<file path="src/rtl/bp_pkg.sv">
// rtl/bp_pkg.sv - shared constants and index/saturation helpers for the branch predictor
package bp_pkg;

    localparam int BP_MODE_BIMODAL = 0;
    localparam int BP_MODE_GSHARE  = 1;

    localparam logic [1:0] CNT_STRONG_NT = 2'd0;
    localparam logic [1:0] CNT_WEAK_NT   = 2'd1;
    localparam logic [1:0] CNT_WEAK_T    = 2'd2;
    localparam logic [1:0] CNT_STRONG_T  = 2'd3;

    // Callers zero-extend into 32 bits and truncate the result to IDX_W.
    function automatic logic [31:0] bp_hash(input logic [31:0] base,
                                            input logic [31:0] ghr,
                                            input int          mode);
        return (mode == BP_MODE_GSHARE) ? (base ^ ghr) : base;
    endfunction

    function automatic logic [31:0] bp_sat_step(input logic [31:0] val,
                                                input logic        up,
                                                input int          bits);
        logic [31:0] max_v;
        max_v = (bits >= 32) ? 32'hFFFF_FFFF : ((32'd1 << bits) - 32'd1);
        if (up) begin
            return (val == max_v) ? val : val + 32'd1;
        end
        return (val == 32'd0) ? val : val - 32'd1;
    endfunction

endpackage

</file>
<file path="src/rtl/branch_predictor_bht_if.sv">
// rtl/branch_predictor_bht_if.sv - lookup, resolve-update and statistics signals of the BHT
interface branch_predictor_bht_if #(
    parameter int PC_WIDTH = 32,
    parameter int IDX_W    = 4,
    parameter int STAT_W   = 32
);
    logic                pred_valid;
    logic [PC_WIDTH-1:0] pred_pc;
    logic                pred_taken;
    logic [IDX_W-1:0]    pred_idx;
    logic                upd_valid;
    logic [IDX_W-1:0]    upd_idx;
    logic                upd_taken;
    logic                upd_mispredict;
    logic                stat_clr;
    logic [STAT_W-1:0]   stat_lookups;
    logic [STAT_W-1:0]   stat_mispredicts;

    modport master (
        output pred_valid, pred_pc, upd_valid, upd_idx, upd_taken, upd_mispredict, stat_clr,
        input  pred_taken, pred_idx, stat_lookups, stat_mispredicts
    );

    modport slave (
        input  pred_valid, pred_pc, upd_valid, upd_idx, upd_taken, upd_mispredict, stat_clr,
        output pred_taken, pred_idx, stat_lookups, stat_mispredicts
    );
endinterface

</file>
<file path="src/rtl/bp_sat_counter.sv">
// rtl/bp_sat_counter.sv - saturating up-counter with synchronous clear priority
module bp_sat_counter #(
    parameter int W = 32
) (
    input  logic         clk,
    input  logic         rst,
    input  logic         clr_i,
    input  logic         inc_i,
    output logic [W-1:0] cnt_o
);
    logic [W-1:0] cnt_q, cnt_d;

    always_comb begin
        cnt_d = cnt_q;
        if (clr_i) begin
            cnt_d = '0;
        end else if (inc_i && (cnt_q != {W{1'b1}})) begin
            cnt_d = cnt_q + W'(1);
        end
    end

    always_ff @(posedge clk or posedge rst) begin
        if (rst) begin
            cnt_q <= '0;
        end else begin
            cnt_q <= cnt_d;
        end
    end

    assign cnt_o = cnt_q;
endmodule

</file>
<file path="src/rtl/branch_predictor_bht.sv">
// rtl/branch_predictor_bht.sv - bimodal/gshare branch history table with lookup and mispredict statistics
module branch_predictor_bht
    import bp_pkg::*;
#(
    parameter int PC_WIDTH = 32,
    parameter int ENTRIES  = 16,
    parameter int CNT_BITS = 2,
    parameter int INIT_CNT = 1,
    parameter int GHR_BITS = 4,
    parameter int MODE     = BP_MODE_BIMODAL,
    parameter int STAT_W   = 32
) (
    input logic                   clk,
    input logic                   rst,
    branch_predictor_bht_if.slave bus
);
    localparam int IDX_W = $clog2(ENTRIES);

    logic [CNT_BITS-1:0] table_q [ENTRIES];
    logic [CNT_BITS-1:0] cnt_upd_d;
    logic [GHR_BITS-1:0] ghr_q, ghr_d;
    logic [IDX_W-1:0]    base_idx;
    logic [IDX_W-1:0]    look_idx;
    logic                unused_pc_bits;

    assign base_idx       = bus.pred_pc[IDX_W+1:2];
    assign unused_pc_bits = ^{bus.pred_pc[PC_WIDTH-1:IDX_W+2], bus.pred_pc[1:0]};
    assign look_idx       = IDX_W'(bp_hash(32'(base_idx), 32'(ghr_q), MODE));

    // Reads the registered table, so a same-cycle update is seen only next cycle.
    assign bus.pred_idx   = look_idx;
    assign bus.pred_taken = bus.pred_valid & table_q[look_idx][CNT_BITS-1];

    always_comb begin
        cnt_upd_d = CNT_BITS'(bp_sat_step(32'(table_q[bus.upd_idx]), bus.upd_taken, CNT_BITS));
    end

    generate
        if (GHR_BITS == 1) begin : g_ghr_one
            assign ghr_d = bus.upd_taken;
        end else begin : g_ghr_shift
            assign ghr_d = {ghr_q[GHR_BITS-2:0], bus.upd_taken};
        end
    endgenerate

    always_ff @(posedge clk or posedge rst) begin
        if (rst) begin
            for (int i = 0; i < ENTRIES; i++) begin
                table_q[i] <= CNT_BITS'(INIT_CNT);
            end
            ghr_q <= '0;
        end else if (bus.upd_valid) begin
            table_q[bus.upd_idx] <= cnt_upd_d;
            ghr_q                <= ghr_d;
        end
    end

    bp_sat_counter #(.W(STAT_W)) u_stat_lookups (
        .clk   (clk),
        .rst   (rst),
        .clr_i (bus.stat_clr),
        .inc_i (bus.pred_valid),
        .cnt_o (bus.stat_lookups)
    );

    bp_sat_counter #(.W(STAT_W)) u_stat_mispredicts (
        .clk   (clk),
        .rst   (rst),
        .clr_i (bus.stat_clr),
        .inc_i (bus.upd_valid & bus.upd_mispredict),
        .cnt_o (bus.stat_mispredicts)
    );
endmodule
</file>
<file path="src/flat_wrapper.sv">
// flat-port wrapper written by rule: the top's interface ports become plain ports
module branch_predictor_bht_flat import bp_pkg::*;
#(
    parameter int PC_WIDTH = 32,
    parameter int ENTRIES  = 16,
    parameter int CNT_BITS = 2,
    parameter int INIT_CNT = 1,
    parameter int GHR_BITS = 4,
    parameter int MODE     = BP_MODE_BIMODAL,
    parameter int STAT_W   = 32
)
  (clk, rst, bus_pred_valid, bus_pred_pc, bus_upd_valid, bus_upd_idx, bus_upd_taken, bus_upd_mispredict, bus_stat_clr, bus_pred_taken, bus_pred_idx, bus_stat_lookups, bus_stat_mispredicts);
  branch_predictor_bht_if #(.PC_WIDTH(PC_WIDTH), .STAT_W(STAT_W)) bus_i ();
  input logic clk;
  input logic rst;
  input wire logic [$bits(bus_i.pred_valid)-1:0] bus_pred_valid;
  input wire logic [$bits(bus_i.pred_pc)-1:0] bus_pred_pc;
  input wire logic [$bits(bus_i.upd_valid)-1:0] bus_upd_valid;
  input wire logic [$bits(bus_i.upd_idx)-1:0] bus_upd_idx;
  input wire logic [$bits(bus_i.upd_taken)-1:0] bus_upd_taken;
  input wire logic [$bits(bus_i.upd_mispredict)-1:0] bus_upd_mispredict;
  input wire logic [$bits(bus_i.stat_clr)-1:0] bus_stat_clr;
  output wire logic [$bits(bus_i.pred_taken)-1:0] bus_pred_taken;
  output wire logic [$bits(bus_i.pred_idx)-1:0] bus_pred_idx;
  output wire logic [$bits(bus_i.stat_lookups)-1:0] bus_stat_lookups;
  output wire logic [$bits(bus_i.stat_mispredicts)-1:0] bus_stat_mispredicts;
  assign bus_i.pred_valid = bus_pred_valid;
  assign bus_i.pred_pc = bus_pred_pc;
  assign bus_i.upd_valid = bus_upd_valid;
  assign bus_i.upd_idx = bus_upd_idx;
  assign bus_i.upd_taken = bus_upd_taken;
  assign bus_i.upd_mispredict = bus_upd_mispredict;
  assign bus_i.stat_clr = bus_stat_clr;
  assign bus_pred_taken = bus_i.pred_taken;
  assign bus_pred_idx = bus_i.pred_idx;
  assign bus_stat_lookups = bus_i.stat_lookups;
  assign bus_stat_mispredicts = bus_i.stat_mispredicts;
  branch_predictor_bht #(.PC_WIDTH(PC_WIDTH), .ENTRIES(ENTRIES), .CNT_BITS(CNT_BITS), .INIT_CNT(INIT_CNT), .GHR_BITS(GHR_BITS), .MODE(MODE), .STAT_W(STAT_W)) u_core (.clk(clk), .rst(rst), .bus(bus_i));
endmodule
</file>
<file path="config.mk">
export PLATFORM = sky130hd
export DESIGN_NAME = branch_predictor_bht_flat
export DESIGN_NICKNAME = d
export VERILOG_FILES = /design/src/rtl/bp_pkg.sv /design/src/rtl/branch_predictor_bht_if.sv /design/src/rtl/bp_sat_counter.sv /design/src/rtl/branch_predictor_bht.sv /design/src/flat_wrapper.sv
export SDC_FILE = /design/constraint.sdc
export NUM_CORES = 1
export LEC_CHECK = 0
export ABC_AREA = 1
export BUFFER_PORTS_ARGS = -buffer_cell sky130_fd_sc_hd__buf_2
export CAP_MARGIN = 20
export CORE_MARGIN = 5
export CORE_UTILIZATION = 35
export CTS_BUF_LIST = sky130_fd_sc_hd__clkbuf_4 sky130_fd_sc_hd__clkbuf_8 sky130_fd_sc_hd__clkbuf_16
export CTS_CLUSTER_SIZE = 30
export DETAILED_ROUTE_END_ITERATION = 10
export SETUP_SLACK_MARGIN = 0.5
export SLEW_MARGIN = 20
export SYNTH_ARGS = -nofsm -noshare
export SYNTH_HDL_FRONTEND = slang
export SYNTH_SLANG_ARGS = --single-unit
export TNS_END_PERCENT = 1
</file>
<file path="constraint.sdc">
create_clock -name clk -period 3.1 [get_ports clk]
set_input_delay 0.31 -clock clk [delete_from_list [all_inputs] [get_ports clk]]
set_output_delay 0.31 -clock clk [all_outputs]
set_load 0.02 [all_outputs]
</file>
# Word level (Yosys, flattened, before mapping)
# Cells that the tools add are included.
classes:
  n_addsub: 4
  n_lt_le_gt_ge: 3
  eq_ne: 3
  muxes: 18
  bitwise_logic: 4
  n_reduce_logical: 6
op_table:
  columns: ["op", "n"]
  rows:
  - ["$mux W32", 4]
  - ["$add A32 B1 Y32 const B", 2]
  - ["$ne A32 B32 Y1 const B", 2]
  - ["$bwmux W32", 1]
  - ["$mux W2", 9]
  - ["$bmux W2 S4", 2]
  - ["$ge A5 B5 Y1 const B", 2]
  - ["$not A4 Y5", 2]
  - ["$demux W2 S4", 1]
  - ["$lt A5 B1 Y1 const B", 1]
  - ["$reduce_bool A2 Y1", 2]
  - ["$logic_and A1 B1 Y1", 3]
  - ["$add A2 B1 Y2 const B", 1]
  - ["$and A1 B1 Y1", 2]
  - ["$eq A2 B2 Y1 const B", 1]
  - ["$logic_not A2 Y1", 1]
  - ["$sub A2 B1 Y2 const B", 1]
  - ["$mux W1", 1]
word_totals:
  register_bits: 96
  output_inout_bits: 69
  elab_cells: 56

# Logic depth before layout (Yosys ltp)
depth:
  depth_word: 9
  depth_mapped: 15
  depth_no_buf: 13

# Cells and area by module
# From an unflattened synthesis, not the netlist that was laid out.
unflattened:
  cells_unflattened: 1021
  hier_area_um2: 6548.8
modules_own_cells:
  columns: ["module", "n_inst", "cells_each", "area_each_um2"]
  rows:
  - ["bp_sat_counter", 2, 360, 2274.7]
  - ["branch_predictor_bht", 1, 301, 1999.4]

# Worst setup path before layout
# OpenSTA, ideal clock, no wires.
synth_path:
  path_kind: "register -> register"
  startpoint: "register u_core.u_stat_mispredicts.cnt_q[0] (netlist: u_core.u_stat_mispredicts.cnt_o[0])"
  endpoint: "register u_core.u_stat_mispredicts.cnt_q[8] (netlist: u_core.u_stat_mispredicts.cnt_o[8])"
  setup_ns: 0.117
  arrival_ns: 1.924
  required_time_ns: 2.983
  path_slack_ns: 1.059
  stages_incl_launch_ff: 14
  n_path_buf: 1
  period_less_slack_ns: 2.041
  cell_sequence: "dfrtp_1 ha_1 inv_2 nor3_4 nand2_2 nor2_4 nand2_4 nand2_8 inv_6 nor2_8 inv_4 buf_6 nand2_1 nand2_1"
synth_between:
  elab_chain_len: 3
synth_rtl:
  columns: ["element", "line", "source"]
  rows:
  - ["from (decl)", "bp_sat_counter.sv:11", "logic [W-1:0] cnt_q, cnt_d;"]
  - ["from (signal assigned)", "bp_sat_counter.sv:26", "cnt_q <= cnt_d;"]
  - ["$add A32 B1 Y32 or $ne A32 B32 Y1 (tied branches)", "bp_sat_counter.sv:18, bp_sat_counter.sv:17", null]
  - ["$mux W32 or $logic_and A1 B1 Y1 (tied branches)", "bp_sat_counter.sv:17", "end else if (inc_i && (cnt_q != {W{1'b1}})) begin"]
  - ["$mux W32 or $reduce_bool A2 Y1 (tied branches)", null, null]
# Parallel ways exist; a longest one is shown, timed or not. The select of a mux whose other input is x is not followed.
# A chain may end at the register's enable or synchronous reset.

# Final worst setup path
layout_path:
  startpoint: "register u_core.u_stat_mispredicts.cnt_q[0] (netlist: u_core.u_stat_mispredicts.cnt_o[0])"
  endpoint: "register u_core.u_stat_mispredicts.cnt_q[0] (netlist: u_core.u_stat_mispredicts.cnt_o[0])"
# Same word-level chain as after synthesis.

==> results.json <==
{
  "run_status": "complete, no violations",
  "syn-instance-count": 939,
  "detail_route.vias_per_cell": 4.96,
  "final-setup-viol-count": 0,
  "ys_ff_latch": 96,
  "yosysTopAreaCellShare_pct": 32.0,
  "drt_first_pass_iters": 7,
  "clock_tree_from_tritoncts": "built",
  "final_layout_size_suffix_gt1_share_pct": 16.6,
  "cp_data_required_time_ns": 3.37,
  "detailroute.via_count": 6177,
  "netlist_area_sq_um": 6250,
  "worst_setup_path_start_kind": "flop",
  "fin_util_pct": 41.1,
  "fraction_of_the_yosys_area_taken_by_sequential_cells_pct": 38.7,
  "clock_pin_slew_on_the_worst_setup_and_hold_paths_ns": 0.07,
  "fin_setup_tns_ns": 0,
  "grt_usage_pct": 18.1,
  "placeableCoreArea_sq_um": 17400,
  "count_of_antenna_diodes_in_the_layout": 0,
  "powerDensity_nw_per_um2": 407,
  "layout.nets": 1060,
  "final.period_utilization_pct": 74.0,
  "number_of_antenna_violations_at_the_first_check_in_global_routing": 0,
  "path_class": "reg2reg",
  "report.final.hold_viol_count": 0,
  "dpl.cell_count": 1226,
  "layout.cells.most_common_list": "340 x sky130_fd_sc_hd__nand2_1, 112 x sky130_fd_sc_hd__nor2_1, 91 x sky130_fd_sc_hd__inv_1",
  "worstSkewPairLatency_ns": 0.35,
  "die_area_sq_um": 20600,
  "drcViolationCount": 0,
  "fillerInstances": 1856,
  "clkSinkCount": 96,
  "hold_slack_ns": 0.0834,
  "unrepaired_setup_endpoints_after_global_routing": "no",
  "yosys-top-cells-area": "sky130_fd_sc_hd__dfrtp_1 32%, sky130_fd_sc_hd__nand2_1 20%, sky130_fd_sc_hd__dfstp_2 6.7%, sky130_fd_sc_hd__nor2_1 6.7%, sky130_fd_sc_hd__inv_1 5.5%",
  "tritoncts.num_buffers": 9,
  "routedWlPerCell_um": 14.6,
  "cp_data_arrival_time_ns": 2.57,
  "design.portCount": 112,
  "syn_area_per_cell_sq_um": 6.66,
  "antenna_left": 0,
  "globalRoute.totalOverflow": 0,
  "fin_total_pwr_mw": 2.91,
  "max_stage_delay_ns": 0.44,
  "async_flop_share_pct": 100,
  "ff2ff_setup_slack_ns": 0.81,
  "slew-limit-headroom_pct": 49.1,
  "initialDrtViolationCount": 419,
  "fmax_ghz": 0.436,
  "cp-end-kind": "flop",
  "holdCritPathClass": "in2async",
  "cts-root-to-sink-buffers": 2,
  "post-place-ws_ns": 0.718,
  "critical_path.reg2reg.startpoint": "u_core.u_stat_mispredicts.cnt_o[0]",
  "max-vdd-ir-drop_v": 0.000261,
  "timing.critical_path.fanout_max": 26,
  "critical-path-slowest-cell": "sky130_fd_sc_hd__dfrtp_1",
  "number_of_i_o_port_buffers": 83,
  "area_growth_syn_to_layout_pct": 14.4,
  "die_width_um": 144,
  "finalInstanceArea_sq_um": 7150,
  "number_of_buffers_inserted_by_hold_repair_at_cts": 0,
  "setup_ws_ns": 0.806,
  "root_buffer": "sky130_fd_sc_hd__clkbuf_16",
  "cts.htree.levels": 3,
  "instances_no_fill": 1245,
  "power.static_leakage_nw": 3.38,
  "critical_path_buf_inv_count": 3,
  "gpl.final_weighted_congestion": 0.915,
  "yosysWarnings": 0,
  "grt_first_pass_wirelength_um": 29900,
  "grt_pass1_vias": 5872,
  "worst_clk_skew_ns": 0.00979,
  "mostFrequentLayoutCell": "sky130_fd_sc_hd__nand2_1",
  "routed_wl_um": 18200,
  "dpl_cell_area_sq_um": 6850,
  "drv_slew": 0,
  "yosysUniqueCellTypes": 38,
  "rr_worst_depth": 11,
  "ys_dominant_reg_cell": "sky130_fd_sc_hd__dfrtp_1",
  "synth_fp_nets": 984,
  "core.rowCount": 48,
  "worstMarginPinSlew_ns": 0.762,
  "synth.largest_area_cell": "sky130_fd_sc_hd__dfrtp_1",
  "grt_start_max_net_pins": 65,
  "final.min_clock_period_ns": 2.29,
  "max_cap_violations": 0,
  "worst_path_dominant_cell_family": "simple AND/OR/NAND/NOR gates",
  "number_of_enable_flip_flop_cells_after_synthesis": 0,
  "initial_core_util_pct": 35.9,
  "dpl.hpwl_um": 13500,
  "worst_r2r_endpoint": "u_core.u_stat_mispredicts.cnt_o[0]",
  "dieHeight_um": 144,
  "worstPathCellList": "ha_1 > inv_2 > nor3_4 > nand2_2 > nor2_4 > nand2_4 > nand2_8 > inv_6 > nor2_8 > inv_4 > o21ai_0"
}
==> metal layers <==
layer,vias up,global-route usage (%),share of wire [%]
li1,3175,-,-
met3,21,2.83,5.1
met2,156,30.1,47
met5,-,0,0
met4,0,5.70,1.8
met1,2825,24.2,46
==> flip-flops by register name (all words and copies together) (netlist names) <==
| signal | count |
|---|---|
| u_core.u_stat_lookups.cnt_o | 32 |
| u_core.table_q | 32 |
| u_core.u_stat_mispredicts.cnt_o | 32 |
==> where the power goes <==
group,total [mW],switching [mW],internal [mW]
Clock,1.08,0.506,0.575
Sequential,1.45,0.0693,1.38
Combinational,0.381,0.269,0.112
==> cells by family after synthesis <==
group	synth area share [%]
simple gates	41.9
fa+ha+maj	0.400
compound gates	9.18
flops	38.7
xor+xnor	0.980
buf+inv	8.78
==> final cells by class <==
cell class              instances  area [sq um]  area share (%)
well taps                     225           282            3.93
clock inverters                 5          31.3           0.437
inverters                     104           402            5.61
flip-flops and latches         96          2420            33.9
clock buffers                  11           246            3.45
multi-input cells             713          3280            45.9
repair buffers                 91           488            6.82
==> synth_stat cells, types with 3 or more instances <==
cell / n
sky130_fd_sc_hd__nand2_1: 340
sky130_fd_sc_hd__nor2_1: 112
sky130_fd_sc_hd__inv_1: 92
sky130_fd_sc_hd__dfrtp_1: 80
sky130_fd_sc_hd__nand3_1: 67
sky130_fd_sc_hd__nand4_1: 44
sky130_fd_sc_hd__o21ai_0: 43
sky130_fd_sc_hd__nor3_1: 34
sky130_fd_sc_hd__o21ai_2: 20
sky130_fd_sc_hd__dfstp_2: 16
sky130_fd_sc_hd__o21ai_1: 12
sky130_fd_sc_hd__inv_2: 10
sky130_fd_sc_hd__buf_2: 7
sky130_fd_sc_hd__xor2_1: 7
sky130_fd_sc_hd__buf_4: 6
sky130_fd_sc_hd__clkbuf_1: 6
sky130_fd_sc_hd__a21oi_1: 4
sky130_fd_sc_hd__buf_1: 4
sky130_fd_sc_hd__nand2_2: 4
sky130_fd_sc_hd__a21o_1: 3
sky130_fd_sc_hd__buf_6: 3
sky130_fd_sc_hd__o211ai_1: 3
sky130_fd_sc_hd__o21bai_1: 3
==> timing repair <==
action / in CTS / in global routing
setup buffers: 0 / 3
resized for setup: 0 / 0
endpoints found under the setup margin: 0 / 9
==> how the worst max path moves through the flow <==
stage / startpoint / cells after the start / end
2_1_floorplan: u_core.u_stat_mispredicts.cnt_o[0] / 13 / u_core.u_stat_mispredicts.cnt_o[8]
5_1_grt: u_core.u_stat_mispredicts.cnt_o[0] / 11 / u_core.u_stat_mispredicts.cnt_o[0]
6_report: u_core.u_stat_mispredicts.cnt_o[0] / 11 / u_core.u_stat_mispredicts.cnt_o[0]
3_3_place_gp: u_core.u_stat_lookups.cnt_o[0] / 11 / u_core.u_stat_lookups.cnt_o[31]
3_5_place_dp: u_core.u_stat_lookups.cnt_o[0] / 11 / u_core.u_stat_lookups.cnt_o[29]
4_1_cts: u_core.u_stat_lookups.cnt_o[0] / 11 / u_core.u_stat_lookups.cnt_o[31]
Power figures use the tool's default switching activity.
